### src/rtl/vga_sprite_painter.sv
// vga_sprite_painter: colours each pixel from the VGA timing generator, drawing a
// bouncing square sprite over a solid background inside a one-pixel white frame.
// Ports:
//   clk, rst_n                   clock, asynchronous active-low reset
//   pix_en                       pixel strobe (one clk in two)
//   hcount, vcount               current pixel / line from the timing generator
//   blank, hsync_in, vsync_in    blanking and active-low syncs from the generator
//   pause                        freeze sprite motion
//   rgb, hsync, vsync            3-3-2 colour and syncs, all delayed 2 pixels
//   frame_tick                   one-clk pulse per frame
//   bounce_count                 frames containing a bounce, wraps at 256
module vga_sprite_painter #(
  parameter int H_ACTIVE = 640,
  parameter int V_ACTIVE = 480,
  parameter int SIZE = 16,
  parameter int SPEED = 2,
  parameter int X0 = 0,
  parameter int Y0 = 0,
  parameter logic [7:0] FG = 8'hE0,
  parameter logic [7:0] BG = 8'h03,
  parameter logic [7:0] BORDER = 8'hFF
) (
  input  logic       clk,
  input  logic       rst_n,
  input  logic       pix_en,
  input  logic [9:0] hcount,
  input  logic [9:0] vcount,
  input  logic       blank,
  input  logic       hsync_in,
  input  logic       vsync_in,
  input  logic       pause,
  output logic [7:0] rgb,
  output logic       hsync,
  output logic       vsync,
  output logic       frame_tick,
  output logic [7:0] bounce_count
);
  localparam logic [10:0] XMAX = 11'(H_ACTIVE - SIZE);
  localparam logic [10:0] YMAX = 11'(V_ACTIVE - SIZE);
  localparam logic [10:0] SPD = 11'(SPEED);
  localparam logic [10:0] SZ = 11'(SIZE);
  logic [9:0] x_q, x_d, y_q, y_d;
  logic dx_q, dx_d, dy_q, dy_d;
  logic [10:0] nx, ny;
  logic flip_x, flip_y, frame_start;
  logic [7:0] bounce_q, rgb_q;
  logic tick_q, box_q, border_q, blank1_q, hs1_q, vs1_q, hs_q, vs_q;
  assign frame_start = pix_en & (hcount == 10'd0) & (vcount == 10'(V_ACTIVE));
  // Direction bit: 0 = right/down, 1 = left/up. Next position computed with
  // 11-bit headroom so the far-wall compare cannot wrap.
  always_comb begin
    nx = {1'b0, x_q} + SPD;
    ny = {1'b0, y_q} + SPD;
    flip_x = dx_q ? ({1'b0, x_q} <= SPD) : (nx >= XMAX);
    flip_y = dy_q ? ({1'b0, y_q} <= SPD) : (ny >= YMAX);
    x_d = dx_q ? (flip_x ? '0 : x_q - 10'(SPEED)) : (flip_x ? XMAX[9:0] : nx[9:0]);
    y_d = dy_q ? (flip_y ? '0 : y_q - 10'(SPEED)) : (flip_y ? YMAX[9:0] : ny[9:0]);
    dx_d = dx_q ^ flip_x;
    dy_d = dy_q ^ flip_y;
  end
  always_ff @(posedge clk or negedge rst_n) begin
    if (!rst_n) begin
      x_q <= 10'(X0);
      y_q <= 10'(Y0);
      dx_q <= 1'b0;
      dy_q <= 1'b0;
      bounce_q <= '0;
      tick_q <= 1'b0;
    end else begin
      tick_q <= frame_start;
      if (frame_start && !pause) begin
        x_q <= x_d;
        y_q <= y_d;
        dx_q <= dx_d;
        dy_q <= dy_d;
        bounce_q <= bounce_q + 8'(flip_x | flip_y);
      end
    end
  end
  // Two-stage pixel pipeline; sync copies travel alongside so they stay aligned with rgb.
  always_ff @(posedge clk or negedge rst_n) begin
    if (!rst_n) begin
      box_q <= 1'b0;
      border_q <= 1'b0;
      blank1_q <= 1'b1;
      hs1_q <= 1'b1;
      vs1_q <= 1'b1;
      rgb_q <= '0;
      hs_q <= 1'b1;
      vs_q <= 1'b1;
    end else if (pix_en) begin
      box_q <= (hcount >= x_q) && ({1'b0, hcount} < {1'b0, x_q} + SZ) &&
               (vcount >= y_q) && ({1'b0, vcount} < {1'b0, y_q} + SZ);
      border_q <= (hcount == 10'd0) || (hcount == 10'(H_ACTIVE - 1)) ||
                  (vcount == 10'd0) || (vcount == 10'(V_ACTIVE - 1));
      blank1_q <= blank;
      hs1_q <= hsync_in;
      vs1_q <= vsync_in;
      rgb_q <= blank1_q ? 8'h00 : border_q ? BORDER : box_q ? FG : BG;
      hs_q <= hs1_q;
      vs_q <= vs1_q;
    end
  end
  assign rgb = rgb_q;
  assign hsync = hs_q;
  assign vsync = vs_q;
  assign frame_tick = tick_q;
  assign bounce_count = bounce_q;
endmodule

### config.mk
export PLATFORM = sky130hd
export DESIGN_NAME = vga_sprite_painter
export DESIGN_NICKNAME = d
export VERILOG_FILES = /design/src/rtl/vga_sprite_painter.sv
export SDC_FILE = /design/constraint.sdc
export NUM_CORES = 1
export LEC_CHECK = 0
export ABC_AREA = 1
export CELL_PAD_IN_SITES_DETAIL_PLACEMENT = 0
export CELL_PAD_IN_SITES_GLOBAL_PLACEMENT = 2
export CORE_MARGIN = 3
export CORE_UTILIZATION = 32
export CTS_CLUSTER_SIZE = 14
export DETAILED_ROUTE_END_ITERATION = 16
export PLACE_DENSITY = 0.84
export SLEW_MARGIN = 0
export SYNTH_ARGS = -nofsm -noshare
export SYNTH_HDL_FRONTEND = slang
export SYNTH_SLANG_ARGS = --single-unit
### constraint.sdc
create_clock -name clk -period 3.1 [get_ports clk]
set_clock_uncertainty 0.05 [all_clocks]
set_input_delay 0.93 -clock clk [delete_from_list [all_inputs] [get_ports clk]]
set_output_delay 0.93 -clock clk [all_outputs]
set_load 0.01 [all_outputs]
* Yosys cells after proc, flatten, opt, wreduce, memory -nomap -nowiden
Cells that the tools add are included.
** Cells by class
- Reduce and logical (&&, ||, !) cells :: 10
- Mux-type cells :: 11
- Bitwise operators :: 5
- Eq/ne operators :: 3
- $lt $le $gt $ge :: 8
- Add/sub/neg operators :: 7
** Operators with widths (count)
- 2-to-1 mux 10 bit :: 6
- 2-to-1 mux 8 bit :: 3
- adder 10 x 2 -> 11 bit (second input constant) :: 2
- adder 10 x 5 -> 11 bit (second input constant) :: 2
- less-than comparator 10 x 11 -> 1 bit :: 2
- equality test 10 x 9 -> 1 bit (second input constant) :: 2
- >= comparator 10 bit :: 2
- <= comparator 10 x 2 -> 1 bit (second input constant) :: 2
- zero test 10 bit :: 2
- subtractor 10 x 2 -> 10 bit (second input constant) :: 2
- >= comparator 11 x 10 -> 1 bit (second input constant) :: 1
- >= comparator 11 x 9 -> 1 bit (second input constant) :: 1
- equality test 10 bit (second input constant) :: 1
- adder 8 x 1 -> 8 bit :: 1
- logical AND 1 bit :: 4
- logical OR 1 bit :: 3
- bitwise AND 1 bit :: 2
- 2-to-1 mux 1 bit :: 2
- bitwise XOR 1 bit :: 2
- zero test 1 bit :: 1
- bitwise OR 1 bit :: 1
** Word-level totals
- Flip-flop bits (word level) :: 46
- Word-level logic and storage cells :: 58
- Input bits :: 27
- Output and inout port bits :: 19

* Depth between registers and ports, before layout
- Word-level depth :: 5
- Depth in mapped cells :: 18
- Depth with buffers taken out :: 18

* Worst setup path before layout
Ideal clock, no wire load.
- Path type :: register to register
- From :: register y_q[1]
- To :: register bounce_q[6], in the netlist bounce_count[6]
- Arrival :: 2.188 ns
- Required time :: 2.925 ns
- Buffers on the path :: 0
- Slack :: 0.737 ns
- Period minus slack after synthesis :: 2.363 ns
- Cell stages (with the launch flop) :: 17
- Library setup time :: 0.125 ns
- Cell sequence :: dfrtp_1 ha_1 nand2_1 inv_1 nand2_1 o21ai_0 nand2_1 nand2_1 o21ai_4 nand2_2 nand4_1 ha_1 ha_1 inv_1 nor3_2 nand2_1 xnor2_1
** Between the ends
- Cells in the longest elaborated chain, start to end :: 5
- Elaborated cells on any way between the ends :: 6
- Classes of those cells :: add/sub: 2; order compare: 2; mux: 1; bitwise: 1
** Ends and longest elaborated chain
- from (decl) :: RTL line 42 : logic [9:0] x_q, x_d, y_q, y_d;
- from (signal assigned) :: RTL line 64 : y_q <= 10'(Y0);
- from (signal assigned) :: RTL line 73 : y_q <= y_d;
- adder 10 x 2 -> 11 bit :: RTL line 53 : ny = {1'b0, y_q} + SPD;
- >= comparator 11 x 9 -> 1 bit :: RTL line 55 : flip_y = dy_q ? ({1'b0, y_q} <= SPD) : (ny >= YMAX);
- 2-to-1 mux 1 bit (*) :: RTL line 55
- bitwise OR 1 bit (*) :: RTL line 76 : bounce_q <= bounce_q + 8'(flip_x | flip_y);
- adder 8 x 1 -> 8 bit (*) :: RTL line 76
- to (signal assigned) :: RTL line 76
- to (decl) :: RTL line 46 : logic [7:0] bounce_q, rgb_q;
Mark *: on every way between the ends. The rest lies on a longest branch, timed or not.
A chain may end at the register's enable or synchronous reset.

* Worst setup path after layout
- From :: register x_q[4]
- To :: register bounce_q[6], in the netlist bounce_count[6]
** Between the ends
- Cells in the longest elaborated chain, start to end :: 5
- Elaborated cells on any way between the ends :: 6
- Classes of those cells :: add/sub: 2; order compare: 2; mux: 1; bitwise: 1
** Ends and longest elaborated chain
- from (decl) :: RTL line 42
- from (signal assigned) :: RTL line 63 : x_q <= 10'(X0);
- adder 10 x 2 -> 11 bit :: RTL line 52 : nx = {1'b0, x_q} + SPD;
- >= comparator 11 x 10 -> 1 bit :: RTL line 54 : flip_x = dx_q ? ({1'b0, x_q} <= SPD) : (nx >= XMAX);
- 2-to-1 mux 1 bit (*) :: RTL line 54
- bitwise OR 1 bit (*) :: RTL line 76
- adder 8 x 1 -> 8 bit (*) :: RTL line 76
Marks and branches as above.

==> summary.txt <==
Power
  • Lkg Pwr: 2.238 nW
  • Max VDD drop: 202.1 µV
  • Design Power: 0.001209 W
  • Pwr dens: 259.5 nW/µm²

STA
  • RSZ-0062 raised after global routing: no
  • Period utilization: between 90% and 100%
  • Slew Viols, Final: 0
  • Final worst slack: 0.3024 ns
  • Slew @ Worst Pin: 0.9062 ns
  • Hold Vio Cnt, Final: 0
  • Slew HR: roughly two fifths
  • # setup viols final: 0
  • Setup TNS: 0 ns
  • FMAX: 0.3575 GHz
  • Min Tclk post-route: 2.798 ns

Cells and area
  • Final Non-Filler Cells: approximately 750
  • Fillers: between 1000 and 1500
  • Synthesis-to-finish area growth: 20.91%
  • Fin nets: 680
  • Fraction of layout cells with a size suffix above 1: 9.852%
  • # diodes: 0

Critical path
  • Worst EP arrival: approximately 2.9 ns
  • CP Launch Type: flip-flop
  • Crit Path Category: reg2reg
  • Worst path required time: 3.22 ns
  • Crit end category: flip-flop
  • R2R setup slack: 0.30 ns
  • Worst-path fanout max: 6

Logic synthesis
  • Fraction of registers with async set/reset: 100.0%
  • Synthesized instance count: 552
  • Post-synth EDFFs: 0
  • Synthesized flop and latch total: 39
  • Synth top cells by count: 150 x nand2_1, 56 x nor2_1, 52 x inv_1, 45 x ha_1, 34 x dfrtp_1
  • Most frequent cell after synthesis: nand2_1
  • Synth area leader: dfrtp_1
  • Largest cells by area after synthesis: dfrtp_1 22%, ha_1 15%, nand2_1 15%, nor2_1 5.5%, xor2_1 5.5%
  • Synth top area share: ~22%
  • Cell area after synthesis: between 3000 and 4000 µm²
  • Yosys warning count: 0
  • Synth unique cells: 38
  • Syn nets: 624
  • Sequential cell area fraction in the yosys report: 25.49%
  • Syn Area/Cell: 6.981 µm²
  • Main flop type after synthesis: dfrtp_1

GRT
  • Initial antenna violation count: 0
  • Gr usage total: 16.46%
  • Vias in the first global route: 3592
  • First-pass GRT wire length: around 18000 µm
  • GRT Residual Overflow: 0
  • Pin count of the biggest net entering global routing: 40

Route
  • Router iterations before antenna repair: 4
  • Total Wirelength: ~11000 µm
  • Via count: between 3000 and 4000
  • Routed Antenna Nets: 0
  • Wire length per cell: 14.14 µm
  • Drt via density: 4.915
  • Initial DRC count: 236
  • Drt drc: 0

Clocking
  • CTS Buf Count: 5
  • Max Root-Sink Buffers: 2
  • Clock root cell: clkbuf_16
  • Worst-skew pair later-pin latency: between 0.2 and 0.3 ns
  • Post_cts resized: 0
  • Post-CTS Hold Buffers: 0
  • Clk slew on worst S/H paths: 0.06 ns
  • Post-CTS setup buffers: 0
  • Htree depth: 2
  • Clock Sink Count: 39
  • CTS tree: done

Die
  • Core box area: 11610 µm²
  • Count of standard-cell rows: 39
  • Die width: approximately 120 µm
  • Initial Util: between 30 and 40%
  • Die height: around 120 µm
  • I/O pins: 46
  • Die ar.: 13400 µm²

Job
  • MaxCap Viol Count: 0

Place
  • DP HPWL: 8534 µm
  • Placer congestion estimate: just over 0.8
  • IO Port Bufs: 45
  • Placed Cells incl. Taps: between 700 and 800
  • Setup Slack @ Placement: 0.09049 ns

Worst hold path
  • Worst min path class: reg2reg

Outcome
  • Status: completed
-- cell families (layout without fill, tap and decap cells) --
family          Yosys count  after routing  share of synthesized area [%]
compound gates           73             73                          10.88
buf+inv                  76            133                          8.571
simple gates            288            288                          33.41
flops                    39             39                          25.49
xor+xnor                 31             31                          7.045
fa+ha+maj                45             45                          14.61
-- flip-flops by register name (all words and copies together) (netlist names), 3 cells and up --
register,flops
x_q,9
bounce_count,8
y_q,9
rgb,3
-- through the flow --
stage,hold WS (ns),util [%],area (µm²)
2_1_floorplan,0.3937,-,3854
3_3_place_gp,0.4007,38.85,4512
3_5_place_dp,0.4044,38.85,4512
4_1_cts,0.4125,40.12,4659
5_1_grt,0.4342,40.12,4659
6_report,0.4115,40.12,4659
-- cell type report --
type,count,area [µm²],share of cell area [%]
clock buffer,7,142.6,3.061
clock inverter,1,5.005,0.1074
inverter,63,236.5,5.075
multi-input combinational,437,2541,54.54
sequential,39,982.2,21.08
tap,143,178.9,3.840
timing repair buffer,62,573.1,12.30
-- worst paths after layout --
kind / start / endpoint / cells past startpoint
hold reg to reg: hs1_q / hs1_q / 2
hold / removal: hs1_q / hs1_q / 2
max in group asynchronous: rst_n / bounce_count[0] / 1
setup / recovery: x_q[4] / bounce_count[6] / 18
setup reg to reg: x_q[4] / bounce_count[6] / 18
min in group asynchronous: rst_n / rgb[6] / 1
-- worst max-delay path: stages (launching register included) --
cell	delay (ns)
dfrtp_1	0.49
buf_4	0.18
ha_1	0.18
nand2_1	0.07
nor2_2	0.17
nand3_1	0.09
nand2_1	0.10
nor2_1	0.05
nand2_1	0.06
nand2_2	0.07
nand2_2	0.12
nand2_2	0.09
nand4_1	0.10
ha_1	0.19
ha_1	0.14
inv_1	0.05
nor3_2	0.24
nand2_1	0.10
xnor2_1	0.13
-- power by group --
group	internal (W)	total, W	switching, W
combinational	0.0000798	0.000157	0.0000769
sequential	0.000525	0.000532	0.00000722
clock	0.000319	0.000520	0.000201
total	0.000924	0.00121	0.000285
-- routing by layer --
layer  vias to the layer above  GRT usage [%]  wire, µm
li1                       1908              -         -
met2                        81          26.12      4737
met3                         6          1.984       394
met5                         -              0         0
met4                         0          3.712        60
met1                      1701          24.04      5437
-- cell usage in the layout (no fill, tap or decap), types with 22 or more instances in the layout --
master / synthesis / layout
nand2_1: 150 / 150
nand3_1: 31 / 31
dfrtp_1: 34 / 34
o21ai_0: 32 / 32
clkdlybuf4s50_1: 0 / 44
xor2_1: 24 / 24
nor2_1: 56 / 56
a21oi_1: 22 / 22
inv_1: 52 / 52
ha_1: 45 / 45
(Power assumes the default switching activity.)
